<file path="src/rtl/output_deserializer.sv">
// Collects a framed stream of serial words into one wide parallel word.
// Well-formed frames are published in one step; short or long frames are flagged and dropped.
module output_deserializer #(
  parameter int numWords     = 10,
  parameter int dataWidth    = 16,
  parameter int counterWidth = $clog2(numWords + 1)
) (
  input  logic                          clk,
  input  logic                          reset,
  input  logic [dataWidth-1:0]          serialIn,
  input  logic                          serialValid,
  input  logic                          serialLast,
  output logic [dataWidth*numWords-1:0] parallelOut,
  output logic                          parallelValid,
  output logic                          frameError,
  output logic                          busy
);

  typedef enum logic [1:0] {
    IDLE,
    COLLECT,
    DISCARD
  } state_t;

  localparam logic [counterWidth-1:0] LastIdx = counterWidth'(numWords - 1);

  state_t                          state, state_next;
  logic [counterWidth-1:0]         word_count, count_next;
  logic                            store_en;
  logic                            commit;
  logic                            error;
  logic [dataWidth*numWords-1:0]   next_frame;

  // The final word goes straight into the published frame, so staging holds only the first numWords-1 words.
  logic [dataWidth-1:0]            staging [numWords-1];

  // NOTE: state and counter use non-blocking assignments so every process sees pre-edge values.
  always_ff @(posedge clk) begin
    if (reset) begin
      state      <= IDLE;
      word_count <= '0;
    end else begin
      state      <= state_next;
      word_count <= count_next;
    end
  end

  // NOTE: every output of this block gets a default first, so no path can infer a latch.
  always_comb begin
    state_next = state;
    count_next = word_count;
    store_en   = 1'b0;
    commit     = 1'b0;
    error      = 1'b0;
    busy       = (state != IDLE);

    case (state)
      IDLE: begin
        if (serialValid) begin
          if (serialLast) begin
            error = 1'b1;
          end else begin
            store_en   = 1'b1;
            count_next = counterWidth'(1);
            state_next = COLLECT;
          end
        end
      end

      COLLECT: begin
        if (serialValid) begin
          if (serialLast) begin
            count_next = '0;
            state_next = IDLE;
            if (word_count == LastIdx) begin
              store_en = 1'b1;
              commit   = 1'b1;
            end else begin
              error = 1'b1;
            end
          end else if (word_count == LastIdx) begin
            error      = 1'b1;
            count_next = '0;
            state_next = DISCARD;
          end else begin
            store_en   = 1'b1;
            count_next = word_count + counterWidth'(1);
          end
        end
      end

      DISCARD: begin
        if (serialValid && serialLast) begin
          state_next = IDLE;
        end
      end

      default: begin
        state_next = IDLE;
        count_next = '0;
      end
    endcase
  end

  // NOTE: the staging buffer is not reset; each slot is rewritten before any good frame can publish it.
  always_ff @(posedge clk) begin
    if (store_en) begin
      for (int k = 0; k < numWords - 1; k++) begin
        if (word_count == counterWidth'(k)) begin
          staging[k] <= serialIn;
        end
      end
    end
  end

  always_comb begin
    next_frame = '0;
    for (int k = 0; k < numWords - 1; k++) begin
      next_frame[k*dataWidth +: dataWidth] = staging[k];
    end
    next_frame[(numWords-1)*dataWidth +: dataWidth] = serialIn;
  end

  always_ff @(posedge clk) begin
    if (reset) begin
      parallelOut   <= '0;
      parallelValid <= 1'b0;
      frameError    <= 1'b0;
    end else begin
      parallelValid <= commit;
      frameError    <= error;
      if (commit) begin
        parallelOut <= next_frame;
      end
    end
  end

  a_pulses_exclusive : assert property (@(posedge clk) disable iff (reset)
    !(parallelValid && frameError));
  a_count_bounded : assert property (@(posedge clk) disable iff (reset)
    word_count <= LastIdx);

endmodule

</file>
<file path="config.mk">
export PLATFORM = sky130hd
export DESIGN_NAME = output_deserializer
export DESIGN_NICKNAME = d
export VERILOG_FILES = /design/src/rtl/output_deserializer.sv
export SDC_FILE = /design/constraint.sdc
export NUM_CORES = 1
export LEC_CHECK = 0
export CORE_ASPECT_RATIO = 1.25
export CORE_MARGIN = 2
export CORE_UTILIZATION = 35
export CTS_CLUSTER_SIZE = 40
export DETAILED_ROUTE_END_ITERATION = 10
export RECOVER_POWER = 50
export SYNTH_ARGS = -nofsm -noshare
export SYNTH_HDL_FRONTEND = slang
export SYNTH_SLANG_ARGS = --single-unit
</file>
<file path="constraint.sdc">
create_clock -name clk -period 5.4 [get_ports clk]
set_input_delay 1.08 -clock clk [delete_from_list [all_inputs] [get_ports clk]]
set_output_delay 1.08 -clock clk [all_outputs]
set_load 0.005 [all_outputs]
</file>
==> impl_metrics.tcl <==
set metrics [dict create \
    start_util 0.3546 \
    tns_ps 0 \
    design_area_um2 13500 \
    dpl_cell_area_um2 12550 \
    cts_buffer_depth 3 \
    fp.dieArea_um2 30950 \
    firstDrtPassIters 4 \
    drt-initial-drc-count 501 \
    wl_per_cell_um 17.72 \
    synth_edf_count 144 \
    globalplace.congestion 0.7416 \
    grt_pass1_vias 6848 \
    cts_buffers 31 \
    rsz0062_at_grt "no" \
    syn-cell-area_um2 10340 \
    start_kind "input port" \
    criticalPathCategory "in2reg" \
    hold_class "reg2reg" \
    yosysSeqAreaShare 0.7433 \
    p_per_area_nw_per_um2 339.6 \
    insertion_delay_ps 540 \
    synth.avg_cell_area_um2 11.30 \
    utilization 0.4630 \
    nets 1107 \
    total_power_uw 4586 \
    rows 70 \
    htreeDepth 1 \
    synthArstFlopShare 0 \
    grt.overflow.total 0 \
    yosysMostFrequentCell "nand2_1" \
    grt_usage 0.1719 \
    synthTopCellsByCount "nand2_1, dfxtp_1, a21oi_1" \
    avgViaCountPerCell 4.691 \
    syn_inst 915 \
    finalHoldViolCount 0 \
    power.leakage_uw 0.004842 \
    synthTopCellsByArea "edfxtp_1, dfxtp_1, nand2_1, a21oi_1, clkbuf_1" \
    worstMarginPinSlew_ps 1008 \
    ctsResizeCount 0 \
    dieWidth_um 157.8 \
    required_ps 5630 \
    cp_max_fo 16 \
    ios 183 \
    synth_top_cell_by_area "edfxtp_1" \
    cts_setup_buffers 0 \
    post-route-period-util 0.5928 \
    arrival_ps 3430 \
    ant_nets 0 \
    wirelength_um 26690 \
    timing.hold.ws_ps 450.0 \
    synthFlopType "dfxtp_1" \
    area_growth_pct 30.57 \
    max_slew_margin 0.3280 \
    grt_max_degree 90 \
    maxSlewViolCount 0 \
    setup_viol 0 \
    ir_drop_v 0.0002246 \
    cts.sinks 312 \
    synth_top_area_frac 0.4181 \
    grt_pass1_wl_um 40250 \
    skew_ps 9.931 \
    post-route-drc-count 0 \
    fp.coreArea_um2 29170 \
    ys_ff_latch 312 \
    max_clock_freq_ghz 0.3124 \
    antenna_found_initial 2 \
    fin_crit_ps 3201 \
    port_buffers 182 \
    cts-root-buf "clkbuf_16" \
    endpoint_kind "register" \
    place_hpwl_um 15790 \
    fillers 2792 \
    vias 7064 \
    drive_gt1_frac 0.06583 \
    ys_types 29 \
    die_h_um 196.2 \
    yosysWarnings 0 \
    holdBufCountCts 0 \
    cts_tree "built" \
    status "finished, final reports clean" \
    synth_nets 937 \
    clkTransAtPathRegs_ps 60 \
    maxCapViolations 0 \
]
-- placed cells by master (no fill, tap or decap), types with 5 or more instances in the layout --
cell             instances
nand2b_1                 5
clkdlybuf4s50_1          6
nand2_1                326
clkbuf_1                 7
nor2_1                   9
dlygate4sd3_1          175
clkbuf_16               31
a21oi_1                166
edfxtp_1               144
clkinv_2                 8
buf_4                   12
dfxtp_1                168
-- kinds of logic (layout without fill, tap and decap cells) --
kind of cell / after synthesis / count (layout) / share of synthesized area
buf+inv: 63 / 257 / 0.02915
flops: 312 / 312 / 0.7433
compound gates: 175 / 175 / 0.08577
fa+ha+maj: 2 / 2 / 0.002419
simple gates: 363 / 363 / 0.1394
other cells: 0 / 1 / 0
-- worst max-delay path, cell delays in order --
cell	delay, ps
dlygate4sd3_1	680
inv_1	110
ha_1	300
nand2_1	60
o21ai_0	180
or4_4	580
nor3b_2	170
buf_4	250
-- layer usage --
layer	part of all wire	global-route usage	routed length, µm
met1	0.42	0.2233	11090
met2	0.51	0.2937	13500
met3	0.053	0.02827	1424
met4	0.025	0.05084	676
met5	0	0	0
-- metrics by stage --
step / worst slack, ps / instances
after detailed placement: 1735 / 1448
final: 2199 / 1506
after floorplan: 1404 / 915
after global placement: 1742 / 1448
after CTS: 2296 / 1505
after global routing: 2057 / 1506
-- layout make-up --
| class | count | area (µm²) | area share |
|---|---|---|---|
| sequential | 312 | 7687 | 0.5693 |
| timing repair buffer | 196 | 1953 | 0.1446 |
| tap | 396 | 495.5 | 0.03669 |
| inverter | 4 | 15.01 | 0.001112 |
| clock buffer | 39 | 815.8 | 0.06041 |
| multi-input combinational | 540 | 2402 | 0.1779 |
| antenna | 1 | 2.502 | 0.0001853 |
| clock inverter | 18 | 132.6 | 0.009821 |
-- power breakdown --
| part | total [µW] | internal, µW | switching [µW] |
|---|---|---|---|
| clock network | 2000 | 1120 | 875 |
| logic | 98.7 | 20.2 | 78.5 |
| registers | 2490 | 2480 | 7.04 |
-- registers in the layout, indices dropped and copies added, names as in the netlist --
signal / count
frameError: 1
parallelOut: 160
parallelValid: 1
staging: 144
state: 2
word_count: 4
-- final timing paths --
path              slack, ps  cells past startpoint             start               end
setup / recovery       2200                      8        serialLast    staging[0][80]
hold / removal          450                      2  parallelOut[129]  parallelOut[129]
setup reg to reg       2720                      8     word_count[1]    staging[0][80]
hold reg to reg         450                      2  parallelOut[129]  parallelOut[129]
Power figures use the tool's default switching activity.
